File: src/rtl/mc_control_fsm_pkg.sv
// ----------------------------------------------------------------------------
// riscv_ctrl_pkg
// Shared types and constants for the multi-cycle RV32I control unit:
//   alu_op_e   - 4-bit ALU operation codes driven to the datapath ALU
//   state_e    - control FSM states (TRAP only reachable with ILLEGAL_TRAP_EN)
//   OPC_*      - base opcode constants (instr[6:0])
//   PC_SEL_* / WB_SEL_* - encodings of the pc_sel and wb_sel muxes
//   opcode_legal() - true when the opcode belongs to the supported subset
// ----------------------------------------------------------------------------
package riscv_ctrl_pkg;

   typedef enum logic [3:0] {
      ALU_ADD   = 4'b0000,
      ALU_SUB   = 4'b0001,
      ALU_SLL   = 4'b0010,
      ALU_SRL   = 4'b0011,
      ALU_SRA   = 4'b0100,
      ALU_SLT   = 4'b0101,
      ALU_SLTU  = 4'b0110,
      ALU_XOR   = 4'b0111,
      ALU_OR    = 4'b1000,
      ALU_AND   = 4'b1001,
      ALU_PASSB = 4'b1010
   } alu_op_e;

   // FETCH is encoded as zero so the debug state output reads FETCH while
   // reset holds every output low.
   typedef enum logic [2:0] {
      FETCH  = 3'd0,
      DECODE = 3'd1,
      EXEC   = 3'd2,
      MEM    = 3'd3,
      WB     = 3'd4,
      TRAP   = 3'd5
   } state_e;

   localparam state_e RESET_STATE = FETCH;

   localparam logic [6:0] OPC_LOAD   = 7'b0000011;
   localparam logic [6:0] OPC_FENCE  = 7'b0001111;
   localparam logic [6:0] OPC_OP_IMM = 7'b0010011;
   localparam logic [6:0] OPC_AUIPC  = 7'b0010111;
   localparam logic [6:0] OPC_STORE  = 7'b0100011;
   localparam logic [6:0] OPC_OP     = 7'b0110011;
   localparam logic [6:0] OPC_LUI    = 7'b0110111;
   localparam logic [6:0] OPC_BRANCH = 7'b1100011;
   localparam logic [6:0] OPC_JALR   = 7'b1100111;
   localparam logic [6:0] OPC_JAL    = 7'b1101111;
   localparam logic [6:0] OPC_SYSTEM = 7'b1110011;

   localparam logic [1:0] PC_SEL_PC4       = 2'd0;
   localparam logic [1:0] PC_SEL_ALU       = 2'd1;
   localparam logic [1:0] PC_SEL_ALU_ALIGN = 2'd2;

   localparam logic [1:0] WB_SEL_ALU = 2'd0;
   localparam logic [1:0] WB_SEL_MEM = 2'd1;
   localparam logic [1:0] WB_SEL_PC4 = 2'd2;

   // SYSTEM is deliberately left out of the list: this core has no CSRs or
   // environment calls, so it is treated like any other unknown opcode.
   function automatic logic opcode_legal(input logic [6:0] opc);
      return (opc[1:0] == 2'b11) &&
             (opc inside {OPC_LOAD, OPC_FENCE, OPC_OP_IMM, OPC_AUIPC,
                          OPC_STORE, OPC_OP, OPC_LUI, OPC_BRANCH,
                          OPC_JALR, OPC_JAL});
   endfunction

endpackage

File: src/rtl/mc_control_fsm_if.sv
// ----------------------------------------------------------------------------
// mc_control_fsm_if
// Bundle between the control unit and the datapath / memory.
//   master modport (control unit): takes instr, mem_ready, br_taken and drives
//     mem_req, mem_we, mem_addr_sel, ir_we, pc_we, pc_sel, alu_op, alu_a_sel,
//     alu_b_sel, reg_we, wb_sel, state_o, illegal.
//   slave modport (datapath side): the mirror image.
// ----------------------------------------------------------------------------
interface mc_control_fsm_if;
   import riscv_ctrl_pkg::*;

   logic [31:0] instr;
   logic        mem_ready;
   logic        br_taken;

   logic        mem_req;
   logic        mem_we;
   logic        mem_addr_sel;
   logic        ir_we;
   logic        pc_we;
   logic [1:0]  pc_sel;
   alu_op_e     alu_op;
   logic        alu_a_sel;
   logic        alu_b_sel;
   logic        reg_we;
   logic [1:0]  wb_sel;
   logic [2:0]  state_o;
   logic        illegal;

   modport master (
      input  instr, mem_ready, br_taken,
      output mem_req, mem_we, mem_addr_sel, ir_we, pc_we, pc_sel, alu_op,
             alu_a_sel, alu_b_sel, reg_we, wb_sel, state_o, illegal
   );

   modport slave (
      output instr, mem_ready, br_taken,
      input  mem_req, mem_we, mem_addr_sel, ir_we, pc_we, pc_sel, alu_op,
             alu_a_sel, alu_b_sel, reg_we, wb_sel, state_o, illegal
   );

endinterface

File: src/rtl/mc_control_fsm_alu_op_decoder.sv
// ----------------------------------------------------------------------------
// alu_op_decoder
// Purely combinational map from (opcode, funct3, instr[30]) to the ALU op.
//   opcode  in  7  instr[6:0]
//   funct3  in  3  instr[14:12]
//   instr30 in  1  instr[30] (SUB / SRA selector)
//   alu_op  out 4  ALU operation
// ----------------------------------------------------------------------------
module alu_op_decoder
   import riscv_ctrl_pkg::*;
(
   input  logic [6:0] opcode,
   input  logic [2:0] funct3,
   input  logic       instr30,
   output alu_op_e    alu_op
);

   // Only OP and OP-IMM look at funct3. LUI passes the immediate through;
   // everything else (AUIPC, loads, stores, branches, jumps) needs an address
   // add. instr[30] selects SUB only for register-register ops because in
   // OP-IMM that bit is part of the immediate, except for the shift encoding.
   always_comb begin
      alu_op = ALU_ADD;
      if (opcode == OPC_LUI) begin
         alu_op = ALU_PASSB;
      end else if (opcode == OPC_OP || opcode == OPC_OP_IMM) begin
         case (funct3)
            3'b000: alu_op = (opcode == OPC_OP && instr30) ? ALU_SUB : ALU_ADD;
            3'b001: alu_op = ALU_SLL;
            3'b010: alu_op = ALU_SLT;
            3'b011: alu_op = ALU_SLTU;
            3'b100: alu_op = ALU_XOR;
            3'b101: alu_op = instr30 ? ALU_SRA : ALU_SRL;
            3'b110: alu_op = ALU_OR;
            3'b111: alu_op = ALU_AND;
         endcase
      end
   end

endmodule

File: src/rtl/mc_control_fsm.sv
// ----------------------------------------------------------------------------
// mc_control_fsm
// Multi-cycle control unit for the workshop RV32I core. Steps through
// FETCH / DECODE / EXEC / MEM / WB, sharing one ALU and one single-port
// memory with a req/ready handshake.
//   clk  in  core clock
//   rst  in  asynchronous, active-high reset
//   bus  mc_control_fsm_if.master - instr/mem_ready/br_taken in, all datapath
//        controls, state_o and illegal out
// Only the state and the sticky illegal flag are registered; every control
// output is decoded combinationally from state and instr and forced low while
// rst is high.
// Build option: define ILLEGAL_TRAP_EN to park in TRAP on an illegal
// instruction (illegal=1 until reset); otherwise illegal instructions retire
// as NOPs and illegal stays 0.
// ----------------------------------------------------------------------------
module mc_control_fsm
   import riscv_ctrl_pkg::*;
(
   input  logic                  clk,
   input  logic                  rst,
   mc_control_fsm_if.master      bus
);

   state_e     state;
   alu_op_e    dec_op;
   logic [6:0] opcode;
   logic       instr_legal;
   logic       is_op, is_op_imm, is_lui, is_auipc, is_load, is_store;
   logic       is_branch, is_jal, is_jalr, is_fence;
   logic       cls_a_sel, cls_b_sel;

   assign opcode      = bus.instr[6:0];
   assign instr_legal = opcode_legal(opcode);
   assign is_op       = (opcode == OPC_OP);
   assign is_op_imm   = (opcode == OPC_OP_IMM);
   assign is_lui      = (opcode == OPC_LUI);
   assign is_auipc    = (opcode == OPC_AUIPC);
   assign is_load     = (opcode == OPC_LOAD);
   assign is_store    = (opcode == OPC_STORE);
   assign is_branch   = (opcode == OPC_BRANCH);
   assign is_jal      = (opcode == OPC_JAL);
   assign is_jalr     = (opcode == OPC_JALR);
   assign is_fence    = (opcode == OPC_FENCE);

   alu_op_decoder u_alu_op_decoder (
      .opcode  (opcode),
      .funct3  (bus.instr[14:12]),
      .instr30 (bus.instr[30]),
      .alu_op  (dec_op)
   );

   // Operand selects per instruction class. PC is the A operand for
   // PC-relative targets (AUIPC, branches, JAL); only register-register ops
   // take rs2 as the B operand.
   always_comb begin
      cls_a_sel = is_auipc | is_branch | is_jal;
      cls_b_sel = ~is_op;
   end

`ifdef ILLEGAL_TRAP_EN
   logic illegal_q;
`endif

   // Control sequencer. Memory states only advance on mem_ready; all other
   // states take exactly one cycle. Decoding that finishes the instruction
   // early (FENCE, control transfers, stores) returns straight to FETCH.
   always_ff @(posedge clk or posedge rst) begin
      if (rst) begin
         state <= RESET_STATE;
`ifdef ILLEGAL_TRAP_EN
         illegal_q <= 1'b0;
`endif
      end else begin
         case (state)
            FETCH: begin
               if (bus.mem_ready) state <= DECODE;
            end
            DECODE: begin
               if (!instr_legal) begin
`ifdef ILLEGAL_TRAP_EN
                  state     <= TRAP;
                  illegal_q <= 1'b1;
`else
                  state <= FETCH;
`endif
               end else if (is_fence) begin
                  state <= FETCH;
               end else begin
                  state <= EXEC;
               end
            end
            EXEC: begin
               if (is_op || is_op_imm || is_lui || is_auipc)
                  state <= WB;
               else if (is_load || is_store)
                  state <= MEM;
               else
                  state <= FETCH;
            end
            MEM: begin
               if (bus.mem_ready) state <= is_store ? FETCH : WB;
            end
            WB: begin
               state <= FETCH;
            end
`ifdef ILLEGAL_TRAP_EN
            TRAP: begin
               state <= TRAP;
            end
`endif
            default: begin
               state <= RESET_STATE;
            end
         endcase
      end
   end

   // Datapath controls. The ALU op and operand selects stay valid from EXEC
   // through MEM and WB so the address / result stays stable while memory
   // stalls or the register file writes. A store only bumps the PC in the
   // cycle memory accepts it, so a stall cannot advance the PC repeatedly.
   always_comb begin
      bus.mem_req      = 1'b0;
      bus.mem_we       = 1'b0;
      bus.mem_addr_sel = 1'b0;
      bus.ir_we        = 1'b0;
      bus.pc_we        = 1'b0;
      bus.pc_sel       = PC_SEL_PC4;
      bus.alu_op       = ALU_ADD;
      bus.alu_a_sel    = 1'b0;
      bus.alu_b_sel    = 1'b0;
      bus.reg_we       = 1'b0;
      bus.wb_sel       = WB_SEL_ALU;
      if (!rst) begin
         case (state)
            FETCH: begin
               bus.mem_req = 1'b1;
               bus.ir_we   = bus.mem_ready;
            end
            DECODE: begin
`ifndef ILLEGAL_TRAP_EN
               if (!instr_legal) bus.pc_we = 1'b1;
`endif
               if (instr_legal && is_fence) bus.pc_we = 1'b1;
            end
            EXEC: begin
               bus.alu_op    = dec_op;
               bus.alu_a_sel = cls_a_sel;
               bus.alu_b_sel = cls_b_sel;
               if (is_branch) begin
                  bus.pc_we  = 1'b1;
                  bus.pc_sel = bus.br_taken ? PC_SEL_ALU : PC_SEL_PC4;
               end
               if (is_jal || is_jalr) begin
                  bus.pc_we  = 1'b1;
                  bus.reg_we = 1'b1;
                  bus.wb_sel = WB_SEL_PC4;
                  bus.pc_sel = is_jal ? PC_SEL_ALU : PC_SEL_ALU_ALIGN;
               end
            end
            MEM: begin
               bus.alu_op       = dec_op;
               bus.alu_a_sel    = cls_a_sel;
               bus.alu_b_sel    = cls_b_sel;
               bus.mem_req      = 1'b1;
               bus.mem_addr_sel = 1'b1;
               bus.mem_we       = is_store;
               if (is_store && bus.mem_ready) bus.pc_we = 1'b1;
            end
            WB: begin
               bus.alu_op    = dec_op;
               bus.alu_a_sel = cls_a_sel;
               bus.alu_b_sel = cls_b_sel;
               bus.reg_we    = 1'b1;
               bus.wb_sel    = is_load ? WB_SEL_MEM : WB_SEL_ALU;
               bus.pc_we     = 1'b1;
            end
            default: begin
            end
         endcase
      end
   end

   // Debug state view and the sticky illegal flag, both forced low in reset.
   assign bus.state_o = rst ? 3'd0 : state;
`ifdef ILLEGAL_TRAP_EN
   assign bus.illegal = illegal_q & ~rst;
`else
   assign bus.illegal = 1'b0;
`endif

endmodule

File: src/flat_wrapper.sv
// flat-port wrapper written by rule: the top's interface ports become plain ports
module mc_control_fsm_flat import riscv_ctrl_pkg::*;
  (clk, rst, bus_instr, bus_mem_ready, bus_br_taken, bus_mem_req, bus_mem_we, bus_mem_addr_sel, bus_ir_we, bus_pc_we, bus_pc_sel, bus_alu_op, bus_alu_a_sel, bus_alu_b_sel, bus_reg_we, bus_wb_sel, bus_state_o, bus_illegal);
  mc_control_fsm_if bus_i ();
  input  logic clk;
  input  logic rst;
  input wire logic [$bits(bus_i.instr)-1:0] bus_instr;
  input wire logic [$bits(bus_i.mem_ready)-1:0] bus_mem_ready;
  input wire logic [$bits(bus_i.br_taken)-1:0] bus_br_taken;
  output wire logic [$bits(bus_i.mem_req)-1:0] bus_mem_req;
  output wire logic [$bits(bus_i.mem_we)-1:0] bus_mem_we;
  output wire logic [$bits(bus_i.mem_addr_sel)-1:0] bus_mem_addr_sel;
  output wire logic [$bits(bus_i.ir_we)-1:0] bus_ir_we;
  output wire logic [$bits(bus_i.pc_we)-1:0] bus_pc_we;
  output wire logic [$bits(bus_i.pc_sel)-1:0] bus_pc_sel;
  output wire logic [$bits(bus_i.alu_op)-1:0] bus_alu_op;
  output wire logic [$bits(bus_i.alu_a_sel)-1:0] bus_alu_a_sel;
  output wire logic [$bits(bus_i.alu_b_sel)-1:0] bus_alu_b_sel;
  output wire logic [$bits(bus_i.reg_we)-1:0] bus_reg_we;
  output wire logic [$bits(bus_i.wb_sel)-1:0] bus_wb_sel;
  output wire logic [$bits(bus_i.state_o)-1:0] bus_state_o;
  output wire logic [$bits(bus_i.illegal)-1:0] bus_illegal;
  assign bus_i.instr = bus_instr;
  assign bus_i.mem_ready = bus_mem_ready;
  assign bus_i.br_taken = bus_br_taken;
  assign bus_mem_req = bus_i.mem_req;
  assign bus_mem_we = bus_i.mem_we;
  assign bus_mem_addr_sel = bus_i.mem_addr_sel;
  assign bus_ir_we = bus_i.ir_we;
  assign bus_pc_we = bus_i.pc_we;
  assign bus_pc_sel = bus_i.pc_sel;
  assign bus_alu_op = bus_i.alu_op;
  assign bus_alu_a_sel = bus_i.alu_a_sel;
  assign bus_alu_b_sel = bus_i.alu_b_sel;
  assign bus_reg_we = bus_i.reg_we;
  assign bus_wb_sel = bus_i.wb_sel;
  assign bus_state_o = bus_i.state_o;
  assign bus_illegal = bus_i.illegal;
  mc_control_fsm u_core (.clk(clk), .rst(rst), .bus(bus_i));
endmodule
File: config.mk
export PLATFORM = sky130hd
export DESIGN_NAME = mc_control_fsm_flat
export DESIGN_NICKNAME = d
export VERILOG_FILES = /design/src/rtl/mc_control_fsm_pkg.sv /design/src/rtl/mc_control_fsm_if.sv /design/src/rtl/mc_control_fsm_alu_op_decoder.sv /design/src/rtl/mc_control_fsm.sv /design/src/flat_wrapper.sv
export SDC_FILE = /design/constraint.sdc
export NUM_CORES = 1
export LEC_CHECK = 0
export ABC_CLOCK_PERIOD_IN_PS = 1900
export BUFFER_PORTS_ARGS = -buffer_cell sky130_fd_sc_hd__buf_2
export CORE_MARGIN = 2
export CORE_UTILIZATION = 33
export CTS_CLUSTER_DIAMETER = 120
export CTS_CLUSTER_SIZE = 40
export DETAILED_ROUTE_END_ITERATION = 6
export PLACE_DENSITY_LB_ADDON = 0.05
export SKIP_CTS_REPAIR_TIMING = 1
export SYNTH_ARGS = -nofsm -noshare
export SYNTH_HDL_FRONTEND = slang
export SYNTH_HIERARCHICAL = 1
export SYNTH_SLANG_ARGS = --single-unit
export TNS_END_PERCENT = 50
File: constraint.sdc
create_clock -name clk -period 1.9 [get_ports clk]
set_input_delay 0.285 -clock clk [delete_from_list [all_inputs] [get_ports clk]]
set_output_delay 0.285 -clock clk [all_outputs]
set_load 0.01 [all_outputs]
==> impl_metrics.yaml <==
critical_path:
  worstSetupPathType: "input pin to output pin"
  worstPathRequired_ns: 1.62
  cp_max_fo: 2
  start_kind: "input pin"
  critPathCaptureType: "output pin"
  path_depth: 6
  arrival_ns: 1.89
  crit_path_top_delay_cell: "or4_4"
  path_buf_inv: 2
  crit_family: "simple AND/OR/NAND/NOR gates"
  slowest_delay_ns: 0.53
  path_cells: "buf_6 > or4_4 > or3_4 > or3_1 > a31oi_2 > buf_2"
  r2r_cells: 3
logic_synthesis:
  ys_top_cells_by_area: "dfrtp_1, nor2b_1, nand2_1"
  yosys_warnings: 6
  yosysTopAreaCell: "dfrtp_1"
  synth_edf_count: 0
  synth.distinct_cells: 38
  syn_inst: 96
  synthFlopType: "dfrtp_1"
  synth_area_um2: 618
  synthArstFlopShare: 1.00
  synth_nets: 132
  ys_seq_area_frac: 0.121
  synth-seq-cells: 3
  syn_avg_cell_area_um2: 6.44
  synth_top_area_share: 0.121
sta:
  fin_skew_ns: 0.00350
  fmax_ghz: 0.460
  setup_ws_ns: -0.272
  finalSetupViolCount: 2
  final-hold-violation-count: 0
  period_minus_slack_ns: 2.17
  post-route-period-util: 1.14
  rsz0062_at_grt: "yes"
  slew_viol_final: 0
floorplanning:
  coreArea_um2: 1750
  rows: 15
  die-area_um2: 2240
  initial_core_util: 0.354
  dieWidth_um: 47.3
  die_h_um: 47.3
  pin_count: 56
clock_network:
  cts-root-buf: "clkbuf_4"
  clkTransAtPathRegs_ns: 0.03
  cts_tree: "done"
  clock_path_buffers: 2
  cts.sinks: 3
  cts_made_buffers: 3
  worstSkewPairLatency_ns: 0.23
  cts-htree-levels: 1
finish:
  drive_gt1_frac: 0.455
  diodes: 0
  fillerInstances: 193
  syn2layout_area_growth_pct: 62.3
  final-seq-area_um2: 77.6
  multi_input_area_um2: 534
  final_nets: 182
  top_register: "u_core/state"
  largest_reg_flops: 3
  top_regs: "u_core/state x3"
  final_area_um2: 1000
placed_design:
  place_congestion: 0.798
  place_area_um2: 892
  dp_hpwl_um: 1410
  io_buffers: 33
global_route:
  grt_pass1_wl_um: 2910
  antenna_found_initial: 0
  grt.total_usage: 0.179
  grt_overflow: 0
  grt_max_degree: 14
  grt_pass1_vias: 692
flow_run:
  cap_violations: 0
routing:
  vias_per_cell: 5.01
  avgRoutedWirePerCell_um: 11.1
  via_count: 852
  drt-pass1-iter-count: 4
  drc: 0
  wl_um: 1890
  drt_iter0_drc: 9
  drt.antenna.violating_nets: 0
min_path:
  holdPathStages: 4
  hold_class: "input pin to flop"
power:
  vdd_drop_max_mv: 0.367
  p_per_area_nw_per_um2: 317
  leakagePower_nw: 0.512
  p_total_w: 0.000318
outcome:
  violations: "setup timing"
  outcome: "finished, violations left"
## layout make-up
cell class                      instances  area share
Multi-Input combinational cell         82       0.532
Tap cell                               25      0.0312
Inverter                                7      0.0262
Sequential cell                         3      0.0773
Timing Repair Buffer                   49       0.307
Clock buffer                            4      0.0262
## cells in the mapped netlist (all sizes together) (3+ instances only)
| master | count |
|---|---|
| o21ai | 6 |
| nor3 | 3 |
| nor2b | 8 |
| and2 | 6 |
| a21oi | 7 |
| clkbuf | 3 |
| dfrtp | 3 |
| inv | 7 |
| nor2 | 7 |
| nand2 | 13 |
## where the power goes
group          leakage, nW  total [W]  switching (W)  internal, W
registers           0.0372  0.0000757     0.00000797    0.0000677
clock network       0.0150   0.000111      0.0000328    0.0000787
logic                0.460   0.000131      0.0000656    0.0000655
total                0.512   0.000318       0.000106     0.000212
## per-layer routing
metal | vias up | routed length (µm) | GRT usage
met4 | 0 | 19 | 0.0500
met5 | - | 0 | 0
li1 | 442 | - | -
met3 | 2 | 87 | 0.0231
met1 | 381 | 834 | 0.243
met2 | 27 | 947 | 0.297
## worst paths after layout
kind	from	to	slack, ns
max	bus_instr[2]	bus_pc_we	-0.27
min	bus_mem_ready	u_core/state[0]	0.40
max reg2reg	u_core/state[1]	u_core/state[1]	0.80
min reg2reg	u_core/state[2]	u_core/state[1]	0.66
max in group asynchronous	rst	u_core/state[0]	1.20
min in group asynchronous	rst	u_core/state[2]	0.56
## cell families (layout without fill, tap and decap cells)
kind of cell,after synthesis,count (layout),share of synthesized area
and+or+nand+nor,55,55,0.494
DFF,3,3,0.121
other,1,1,0.00607
buffers and inverters,11,60,0.0729
AOI/OAI and AO/OA,26,26,0.306
## tightest hold or removal path, stage by stage
cell,delay [ns]
buf_2,0.13
a21oi_1,0.07
o21ai_0,0.07
a21oi_1,0.04
## per-stage QoR
stage          setup WS, ns  cells  setup TNS, ns  utilization  hold slack, ns
6_report             -0.272    170         -0.416        0.575           0.400
4_1_cts              -0.286    166         -0.434        0.526         -0.0170
2_1_floorplan       -0.0626     96        -0.0626            -           0.246
5_1_grt              -0.316    170         -0.526        0.575           0.433
3_5_place_dp         -0.284    162         -0.425        0.511           0.232
3_3_place_gp         -0.285    162         -0.410        0.511           0.230
## cells in the final DEF (no fill, tap or decap), drive strengths merged, types with 2 or more instances in the layout
cell type,n
nor3,3
nand3,2
a21oi,7
and3,2
inv,7
clkbuf,4
nor2b,8
nand2b,2
buf,48
nor2,7
nand2,13
a211o,2
and2,6
dfrtp,3
nor3b,2
or3,2
o21ai,6
a31oi,2
No activity file was read; power rests on OpenSTA's default activity.
